--- src/rtl/fabric3_mswitch_pkg.sv ---
// Shared constants for the fabric3 master-to-N-slave switch: OCP command and
// response encodings, switch FSM state encodings and bus field widths.
package fabric3_mswitch_pkg;

  // Bus field widths shared by the master side and every slave slice.
  localparam int ADDR_WIDTH = 32;
  localparam int DATA_WIDTH = 32;
  localparam int BEN_WIDTH  = 4;

  // OCP MCmd encodings.
  localparam logic [2:0] MCMD_IDLE = 3'd0;
  localparam logic [2:0] MCMD_WR   = 3'd1;
  localparam logic [2:0] MCMD_RD   = 3'd2;

  // OCP SResp encodings.
  localparam logic [1:0] SRESP_NULL = 2'd0;
  localparam logic [1:0] SRESP_DVA  = 2'd1;
  localparam logic [1:0] SRESP_ERR  = 2'd3;

  // Switch FSM state encodings.
  localparam logic [1:0] ST_IDLE = 2'd0;
  localparam logic [1:0] ST_CMD  = 2'd1;
  localparam logic [1:0] ST_RESP = 2'd2;
  localparam logic [1:0] ST_ERR  = 2'd3;

  // Any non-NULL response terminates the outstanding transaction.
  function automatic logic resp_done(input logic [1:0] resp);
    return (resp != SRESP_NULL);
  endfunction

endpackage

--- src/rtl/fabric3_mswitch.sv ---
// fabric3_mswitch: routes one OCP master to one of NPORTS slaves selected by
// i_portno. One transaction is outstanding at a time; responses are returned
// combinationally, out-of-range selects and response timeouts end in ERR.
module fabric3_mswitch
  import fabric3_mswitch_pkg::*;
#(
  parameter int NPORTS       = 5,
  parameter int PORTNO_WIDTH = 11,
  parameter int TMO_CYCLES   = 255
) (
  input  logic                           clk,
  input  logic                           nrst,
  input  logic [PORTNO_WIDTH-1:0]        i_portno,
  input  logic [ADDR_WIDTH-1:0]          i_ID_MAddr,
  input  logic [2:0]                     i_ID_MCmd,
  input  logic [DATA_WIDTH-1:0]          i_ID_MData,
  input  logic [BEN_WIDTH-1:0]           i_ID_MByteEn,
  output logic                           o_ID_SCmdAccept,
  output logic [DATA_WIDTH-1:0]          o_ID_SData,
  output logic [1:0]                     o_ID_SResp,
  output logic [NPORTS*ADDR_WIDTH-1:0]   o_P_MAddr,
  output logic [NPORTS*3-1:0]            o_P_MCmd,
  output logic [NPORTS*DATA_WIDTH-1:0]   o_P_MData,
  output logic [NPORTS*BEN_WIDTH-1:0]    o_P_MByteEn,
  input  logic [NPORTS-1:0]              i_P_SCmdAccept,
  input  logic [NPORTS*DATA_WIDTH-1:0]   i_P_SData,
  input  logic [NPORTS*2-1:0]            i_P_SResp,
  output logic                           o_busy,
  output logic                           o_tmo
);

  localparam int          CNT_W    = $clog2(TMO_CYCLES + 1);
  localparam logic [31:0] NPORTS_U = NPORTS;

  logic [1:0]              state_r;
  logic [1:0]              state_next_s;
  logic [1:0]              eff_state_s;
  logic [PORTNO_WIDTH-1:0] sel_q_r;
  logic [CNT_W-1:0]        cnt_r;
  logic                    busy_r;

  logic                    port_valid_s;
  logic                    cmd_active_s;
  logic                    drive_en_s;
  logic [PORTNO_WIDTH-1:0] drive_sel_s;
  logic [PORTNO_WIDTH-1:0] look_sel_s;
  logic                    sel_accept_s;
  logic [1:0]              sel_resp_s;
  logic [DATA_WIDTH-1:0]   sel_data_s;
  logic                    tmo_hit_s;
  logic                    sel_load_s;
  logic                    cnt_clr_s;
  logic                    cnt_inc_s;

  // While reset is held the outputs behave as in IDLE regardless of state_r.
  assign eff_state_s  = nrst ? state_r : ST_IDLE;
  assign port_valid_s = (32'(i_portno) < NPORTS_U);
  assign cmd_active_s = (i_ID_MCmd != MCMD_IDLE);
  // The timeout fires on the NULL cycle that completes TMO_CYCLES RESP cycles.
  assign tmo_hit_s    = ((cnt_r + CNT_W'(1)) == CNT_W'(TMO_CYCLES));
  assign o_busy       = busy_r;

  // Choose which slave (if any) receives the master command fields, and
  // which slave's accept/response is observed.
  always_comb begin
    drive_en_s  = 1'b0;
    drive_sel_s = sel_q_r;
    look_sel_s  = sel_q_r;
    case (eff_state_s)
      ST_IDLE: begin
        drive_en_s  = port_valid_s;
        drive_sel_s = i_portno;
        look_sel_s  = i_portno;
      end
      ST_CMD: begin
        drive_en_s  = 1'b1;
        drive_sel_s = sel_q_r;
        look_sel_s  = sel_q_r;
      end
      default: begin
        drive_en_s  = 1'b0;
        drive_sel_s = sel_q_r;
        look_sel_s  = sel_q_r;
      end
    endcase
  end

  // Fan the master command out to the chosen slice; all other slices read zero.
  always_comb begin
    o_P_MAddr   = '0;
    o_P_MCmd    = '0;
    o_P_MData   = '0;
    o_P_MByteEn = '0;
    for (int k = 0; k < NPORTS; k++) begin
      o_P_MAddr[k*ADDR_WIDTH +: ADDR_WIDTH] =
        (drive_en_s && drive_sel_s == PORTNO_WIDTH'(k)) ? i_ID_MAddr : '0;
      o_P_MCmd[k*3 +: 3] =
        (drive_en_s && drive_sel_s == PORTNO_WIDTH'(k)) ? i_ID_MCmd : MCMD_IDLE;
      o_P_MData[k*DATA_WIDTH +: DATA_WIDTH] =
        (drive_en_s && drive_sel_s == PORTNO_WIDTH'(k)) ? i_ID_MData : '0;
      o_P_MByteEn[k*BEN_WIDTH +: BEN_WIDTH] =
        (drive_en_s && drive_sel_s == PORTNO_WIDTH'(k)) ? i_ID_MByteEn : '0;
    end
  end

  // Gather accept/response/data of the observed slave (one-hot OR mux).
  always_comb begin
    sel_accept_s = 1'b0;
    sel_resp_s   = SRESP_NULL;
    sel_data_s   = '0;
    for (int k = 0; k < NPORTS; k++) begin
      sel_accept_s = sel_accept_s |
        ((look_sel_s == PORTNO_WIDTH'(k)) ? i_P_SCmdAccept[k] : 1'b0);
      sel_resp_s   = sel_resp_s |
        ((look_sel_s == PORTNO_WIDTH'(k)) ? i_P_SResp[k*2 +: 2] : SRESP_NULL);
      sel_data_s   = sel_data_s |
        ((look_sel_s == PORTNO_WIDTH'(k)) ? i_P_SData[k*DATA_WIDTH +: DATA_WIDTH] : '0);
    end
  end

  // FSM next state plus the master-facing accept/response outputs.
  always_comb begin
    state_next_s    = eff_state_s;
    sel_load_s      = 1'b0;
    cnt_clr_s       = 1'b0;
    cnt_inc_s       = 1'b0;
    o_ID_SCmdAccept = 1'b0;
    o_ID_SResp      = SRESP_NULL;
    o_ID_SData      = '0;
    o_tmo           = 1'b0;
    case (eff_state_s)
      ST_IDLE: begin
        if (!cmd_active_s) begin
          o_ID_SCmdAccept = port_valid_s ? sel_accept_s : 1'b0;
        end else if (!port_valid_s) begin
          // Nobody to forward to: swallow the command and answer ERR.
          o_ID_SCmdAccept = 1'b1;
          state_next_s    = ST_ERR;
        end else begin
          o_ID_SCmdAccept = sel_accept_s;
          sel_load_s      = 1'b1;
          if (sel_accept_s) begin
            state_next_s = ST_RESP;
            cnt_clr_s    = 1'b1;
          end else begin
            state_next_s = ST_CMD;
          end
        end
      end
      ST_CMD: begin
        o_ID_SCmdAccept = cmd_active_s ? sel_accept_s : 1'b0;
        if (!cmd_active_s) begin
          // Master withdrew its command; give up on this transaction.
          state_next_s = ST_IDLE;
        end else if (sel_accept_s) begin
          state_next_s = ST_RESP;
          cnt_clr_s    = 1'b1;
        end else begin
          state_next_s = ST_CMD;
        end
      end
      ST_RESP: begin
        if (resp_done(sel_resp_s)) begin
          // A real response wins even on the timeout cycle.
          o_ID_SResp   = sel_resp_s;
          o_ID_SData   = sel_data_s;
          state_next_s = ST_IDLE;
        end else if (tmo_hit_s) begin
          o_ID_SResp   = SRESP_ERR;
          o_tmo        = 1'b1;
          state_next_s = ST_IDLE;
        end else begin
          cnt_inc_s    = 1'b1;
          state_next_s = ST_RESP;
        end
      end
      ST_ERR: begin
        o_ID_SResp   = SRESP_ERR;
        state_next_s = ST_IDLE;
      end
      default: begin
        state_next_s = ST_IDLE;
      end
    endcase
  end

  // State, selected port, timeout counter and busy flag registers.
  always_ff @(posedge clk) begin
    if (!nrst) begin
      state_r <= ST_IDLE;
      sel_q_r <= '0;
      cnt_r   <= '0;
      busy_r  <= 1'b0;
    end else begin
      state_r <= state_next_s;
      busy_r  <= (state_next_s != ST_IDLE);
      if (sel_load_s) begin
        sel_q_r <= i_portno;
      end else begin
        sel_q_r <= sel_q_r;
      end
      if (cnt_clr_s) begin
        cnt_r <= '0;
      end else if (cnt_inc_s) begin
        cnt_r <= cnt_r + CNT_W'(1);
      end else begin
        cnt_r <= cnt_r;
      end
    end
  end

endmodule

--- config.mk ---
export PLATFORM = sky130hd
export DESIGN_NAME = fabric3_mswitch
export DESIGN_NICKNAME = d
export VERILOG_FILES = /design/src/rtl/fabric3_mswitch_pkg.sv /design/src/rtl/fabric3_mswitch.sv
export SDC_FILE = /design/constraint.sdc
export NUM_CORES = 1
export LEC_CHECK = 0
export ABC_AREA = 1
export CAP_MARGIN = 20
export CORE_AREA = 2 2 256 258
export DETAILED_ROUTE_END_ITERATION = 10
export DIE_AREA = 0 0 258 260
export PLACE_DENSITY_LB_ADDON = 0.2
export SYNTH_ARGS = -nofsm -noshare
export SYNTH_HDL_FRONTEND = slang
export SYNTH_SLANG_ARGS = --single-unit
--- constraint.sdc ---
create_clock -name clk -period 3.3 [get_ports clk]
set_clock_uncertainty 0.15 [all_clocks]
set_input_delay 0.66 -clock clk [delete_from_list [all_inputs] [get_ports clk]]
set_output_delay 0.66 -clock clk [all_outputs]
set_load 0.02 [all_outputs]
**Word level (Yosys, flattened, before mapping)**

Cells that the tools add are included.

- Input bits: 259
- Output and inout bits: 392
- Word-level logic and storage cells: 107
- Register bits: 22

- $lt $le $gt $ge: 1
- Multiplexer cells: 69
- Reductions and logical operators: 11
- Add/subtract/negate cells: 1
- Bitwise operators: 13
- Equality and inequality tests: 8

Operators by type and width:

| cell | count |
|---|---|
| two-way mux 32 bit | 17 |
| OR 32 bit | 4 |
| two-way mux 2 bit | 14 |
| == test 11 x 2 -> 1 bit, second input constant | 2 |
| two-way mux 1 bit | 22 |
| two-way mux 4 bit | 5 |
| two-way mux 3 bit | 5 |
| == test 11 x 1 -> 1 bit, second input constant | 1 |
| == test 11 x 3 -> 1 bit, second input constant | 1 |
| zero test 11 bit | 1 |
| < comparator 11 x 3 -> 1 bit, second input constant | 1 |
| two-way mux 11 bit | 1 |
| adder 8 x 1 -> 8 bit, second input constant | 1 |
| == test 8 bit, second input constant | 1 |
| OR 2 bit | 4 |
| case mux 2 bit (4 select lines) | 1 |
| case mux 1 bit (2 select lines) | 3 |
| logical AND 1 bit | 5 |
| == test 2 bit, second input constant | 2 |
| OR 1 bit | 4 |
| case mux 2 bit (2 select lines) | 1 |
| nonzero test 2 bit | 2 |
| nonzero test 3 bit | 1 |
| == test 2 x 1 -> 1 bit, second input constant | 1 |
| 3 further kinds | 3 |

**Depth between registers and ports, before layout**

- Depth after elaboration: 14
- Mapped depth: 15
- Mapped depth without buffers: 14

**Worst setup path before layout**

OpenSTA, ideal clock, no wires.

- Kind: input to output
- Start: input nrst
- End: output o_ID_SCmdAccept
- Path buffers: 1
- Data required time: 2,490 ps
- Setup slack: 221 ps
- Arrival time: 2,269 ps
- Cell stages on the path: 12
- Path through: nand2_1 buf_2 nand3_1 nand2_4 nand2_1 nor2_2 nand3_1 nor2_1 nor2_1 nand3_1 o21ai_0 o21ai_0

- Longest elaborated chain between the ends: 12
- Elaborated cells on any way between the ends: 23
- Those cells by class: 5 x eq/ne; 12 x mux; 4 x bitwise; 2 x reduce/logical

Ends and longest elaborated chain:

| element | line | RTL |
|---|---|---|
| start, declared | fabric3_mswitch.sv:12 | `input logic nrst,` |
| two-way mux 2 bit (*) | fabric3_mswitch.sv:56 | `assign eff_state_s = nrst ? state_r : ST_IDLE;` |
| zero test 2 bit | fabric3_mswitch.sv:69, fabric3_mswitch.sv:131 |  |
| two-way mux 11 bit | fabric3_mswitch.sv:69 | `case (eff_state_s)` |
| == test 11 x 1 -> 1 bit / zero test 11 bit (equally long branches) | fabric3_mswitch.sv:113 | `((look_sel_s == PORTNO_WIDTH'(k)) ? i_P_SCmdAccept[k] : 1'b0);` |
| two-way mux 1 bit | fabric3_mswitch.sv:113 |  |
| OR 1 bit (4 in series) | fabric3_mswitch.sv:112 | `sel_accept_s = sel_accept_s \|` |
| two-way mux 1 bit, on equally long branches | fabric3_mswitch.sv:134, fabric3_mswitch.sv:135 |  |
| two-way mux 1 bit | fabric3_mswitch.sv:133 | `if (!cmd_active_s) begin` |
| case mux 1 bit (2 select lines) (*) | fabric3_mswitch.sv:131 | `case (eff_state_s)` |
| end, declared | fabric3_mswitch.sv:18 | `output logic o_ID_SCmdAccept,` |

Every way passes the cells marked *; elsewhere a longest branch is shown, timed or not.

**Worst setup path in the final report**

- Start: input nrst
- End: output o_ID_SData[31]

- Longest elaborated chain between the ends: 12
- Elaborated cells on any way between the ends: 30
- Those cells by class: 5 x eq/ne; 14 x mux; 8 x bitwise; 3 x reduce/logical

Ends and longest elaborated chain:

| element | line | RTL |
|---|---|---|
| two-way mux 2 bit (*) | fabric3_mswitch.sv:56 |  |
| zero test 2 bit | fabric3_mswitch.sv:69 |  |
| two-way mux 11 bit | fabric3_mswitch.sv:69 |  |
| == test 11 x 1 -> 1 bit / zero test 11 bit (equally long branches) | fabric3_mswitch.sv:115, fabric3_mswitch.sv:117 |  |
| two-way mux 2 bit | fabric3_mswitch.sv:115 | `((look_sel_s == PORTNO_WIDTH'(k)) ? i_P_SResp[k*2 +: 2] : SRESP_NULL);` |
| OR 2 bit (4 in series) | fabric3_mswitch.sv:114 | `sel_resp_s = sel_resp_s \|` |
| nonzero test 2 bit | fabric3_mswitch_pkg.sv:28 | `return (resp != SRESP_NULL);` |
| two-way mux 32 bit | fabric3_mswitch.sv:163 | `if (resp_done(sel_resp_s)) begin` |
| two-way mux 32 bit (*) | fabric3_mswitch.sv:131 |  |
| end, declared | fabric3_mswitch.sv:19 | `output logic [DATA_WIDTH-1:0] o_ID_SData,` |

Marks and branches as above.

==> run_results.csv <==
group,metric,value,unit
run_status,status,"finished, violations left",
run_status,violations,"setup timing",
yosys,synth-compound-area-share,0.0915,
yosys,synthAdderAreaFrac,0.00568,
die,start_util,0.0687,
worst_setup_path,critPathKind,"in2out",
placement,gp_congestion,0.849,
placement,io_buffers,650,
pwr,ir_drop,174,uV
yosys,ys_seq_area_frac,0.100,
die,die_x,258,um
drt,routed_wirelength,43400,um
die,dieArea,0.0671,sq mm
sta,setup_viol,2,
sta,rsz0062_at_grt,"true",
worst_hold_path,holdPathStages,2,
sta,hold_viol,0,
pwr,seqPwrFrac,0.179,
placement,place_area,0.0126,sq mm
sta,timing.final.crit_share,1.01,
yosys,netlist_instances,926,
yosys,synth_cell_types,30,
yosys,syn_area_per_cell,4.76,sq um
global_routing,antenna_found_initial,4,
global_routing,grtUsageTotal,0.117,
worst_setup_path,crit_start,"nrst",
drt,vias,8617,
yosys,synth-simple-area-share,0.625,
final_layout,final_util,0.194,
clock_network,clkSinkCount,22,
clock_network,cts_tree,"yes",
yosys,syn_area,0.00440,sq mm
drt,via_per_inst,3.48,
yosys,syn-num-nets,1187,
final_layout,fin_area,0.0124,sq mm
worst_setup_path,reg2reg_depth,11,
final_layout,syn_to_final_growth,182,%
worst_setup_path,cp_cell_sequence,"buf_8 -> nand2_4 -> nand2_4 -> buf_6 -> inv_4 -> nand3_4 -> nand2_4 -> nand3_4 -> nor2_8 -> buf_4 -> buf_12 -> buf_4 -> a221oi_2 -> nor2_4 -> buf_12",
clock_network,postCtsHoldBufs,0,
clock_network,clock_latency,0.26,ns
die,core,0.0641,sq mm
global_routing,grt_pass1_vias,8769,
worst_setup_path,cp_top_family,"buffers and inverters",
pwr,finalPower,1.55,mW
pwr,p_comb_frac,0.600,
worst_hold_path,hold_path_class,"reg2reg",
placement,pre_cts_ws,-1.01,ns
worst_setup_path,timing.rr.start,"cnt_r[1]",
die,die_h,260,um
pwr,swShare,0.358,
sta,timing.fmax,301,MHz
worst_setup_path,crit_arrival,2.51,ns
yosys,synth_seq_cells,22,
worst_setup_path,crit_fanout,32,
global_routing,grt-ovfl-total,0,
worst_hold_path,hp-start,"sel_q_r[6]",
pwr,p_sw,0.553,mW
global_routing,grt_pass1_wl,59400,um
final_layout,layout_common_cells,"334 x nor2_1, 247 x clkdlybuf4s50_1, 196 x buf_2",
worst_setup_path,endpoint_kind,"primary output",
yosys,synth_top_cell_area_share,0.330,
drt,drt_first_iter_violations,336,
yosys,synthTopCellsByArea,"nor2_1 33%, nand2_1 13%, dfxtp_1 10%, inv_1 9.8%, nand3_1 7.2%",
sta,min_period,3.32,ns
pwr,p_leak,6.30,nW
worst_setup_path,crit_required,2.49,ns
worst_setup_path,cpPeakStageDelay,0.31,ns
pwr,internal-power,0.994,mW
clock_network,ctsRootBufferMaster,"clkbuf_16",
sta,tightest_slew,0.459,ns
clock_network,clock_path_buffers,2,
die,io_pins,651,
global_routing,grt_max_degree,51,
worst_setup_path,crit_buf_inv,7,
yosys,synth_top_family_by_area,"simple AND/OR/NAND/NOR gates",
sta,fin_tns_setup,-0.0277,ns
sta,slew_violations,0,
placement,dp_hpwl,34900,um
final_layout,final_common_cell,"nor2_1",
yosys,synth-xor-area-share,0.0119,
worst_setup_path,critPathSlowestCell,"a221oi_2",
clock_network,cts_buffers,3,
drt,route.detailed.drc,0,
sta,layout_setup_ws,-0.0174,ns
die,num_rows,93,
clock_network,cts.clk_slew.worst_paths,0.06,ns
worst_setup_path,path_depth,15,
drt,drt_pass1_iterations,4,
pwr,p_clk_frac,0.221,
yosys,post-synth-top-area-cell,"nor2_1",
worst_setup_path,critPathLaunchType,"primary input",
pwr,power_density,124,mW/mm^2
sta,slew-limit-headroom,0.694,
clock_network,htreeDepth,1,
yosys,muxShareOfSynthArea,0,
final_layout,layout-drive-gt1-share,0.417,
job,max-cap-violations,0,
worst_setup_path,crit_top_cell,"nand2_4",
drt,ant_nets,0,
final_layout,nets,1883,
yosys,yosysWarnings,0,
drt,routedWlPerCell,17.5,um
final_layout,nFillCells,7447,
## synth_stat cells
master,count
nor2_1,387
nand2_1,152
inv_1,115
nand3_1,63
clkbuf_1,40
a221oi_1,32
nor2_2,23
dfxtp_1,22
buf_2,16
nand4_1,16
a21oi_1,13
o21ai_0,7
nand2_2,6
inv_2,5
xor2_1,5
buf_6,4
nand3_2,3
nor3_1,3
ha_1,2
nor2_8,2
a31oi_1,1
and3_1,1
clkinv_1,1
nand2_4,1
nand3_4,1
nand3b_1,1
o211a_1,1
o22ai_1,1
or2_2,1
xnor2_1,1
## cell type report
cell class | count | area (sq um) | area share
clock buffers | 3 | 75.1 | 0.00604
diodes | 2 | 5.00 | 0.000402
well taps | 855 | 1070 | 0.0860
repair buffers | 751 | 6270 | 0.505
inverters | 121 | 464 | 0.0373
multi-input cells | 723 | 4080 | 0.328
clock inverters | 1 | 30.0 | 0.00241
flip-flops and latches | 22 | 440 | 0.0354
## metal layers
metal | up-vias | GRT usage | share of wire
met5 | - | 0 | 0.00060
met4 | 4 | 0.0315 | 0.031
met3 | 59 | 0.0312 | 0.088
met2 | 462 | 0.212 | 0.49
met1 | 3856 | 0.136 | 0.39
li1 | 4236 | - | -
## logic make-up (layout without fill, tap and decap cells)
group | Yosys count | in the layout
AND/OR/NAND/NOR | 660 | 660
buffers and inverters | 181 | 876
AO/OA/AOI/OAI | 55 | 55
flip-flops | 22 | 22
XOR/XNOR | 6 | 6
adder cells (fa/ha/maj) | 2 | 2
other | 0 | 2
## timing repair
action | in CTS | in global routing
pin swaps | 29 | 12
setup buffers | 13 | 1
cloned | 3 | 2
setup endpoints to repair | 391 | 389
resized for setup | 1309 | 459
## power by group through the flow
stage | registers [mW] | logic (mW) | clock network [mW]
global placement | 0.281 | 0.790 | 0
detailed placement | 0.281 | 0.790 | 0
global route | 0.278 | 0.999 | 0.369
CTS | 0.277 | 0.869 | 0.353
finish | 0.277 | 0.929 | 0.342
floorplan | 0.284 | 0.271 | 0
## per-stage QoR
stage | instances | hold slack [ns]
6_report | 2478 | 0.307
5_1_grt | 2477 | 0.332
4_1_cts | 2473 | 0.309
3_5_place_dp | 2453 | 0.299
3_3_place_gp | 2453 | 0.295
2_1_floorplan | 926 | 0.286
## path summary, 6_finish.rpt
| path | end | slack, ns |
|---|---|---|
| min | sel_q_r[6] | 0.31 |
| max | o_ID_SData[31] | -0.02 |
| min reg2reg | sel_q_r[6] | 0.31 |
| max reg2reg | o_busy | 1.06 |
## flip-flops by register name, summed over array words and instances, names as in the netlist
signal,flops
sel_q_r,11
cnt_r,8
state_r,2
o_busy,1
## worst reg2reg max path: stages, from the launching register on
cell	delay (ns)
dfxtp_1	0.38
ha_1	0.20
nand3_1	0.12
nor2_1	0.13
xor2_1	0.21
nand3_1	0.15
nand2_1	0.09
clkinv_1	0.21
nand3_2	0.26
nand3_1	0.10
nand2_1	0.09
nand2_1	0.05
Power figures use the tool's default switching activity.
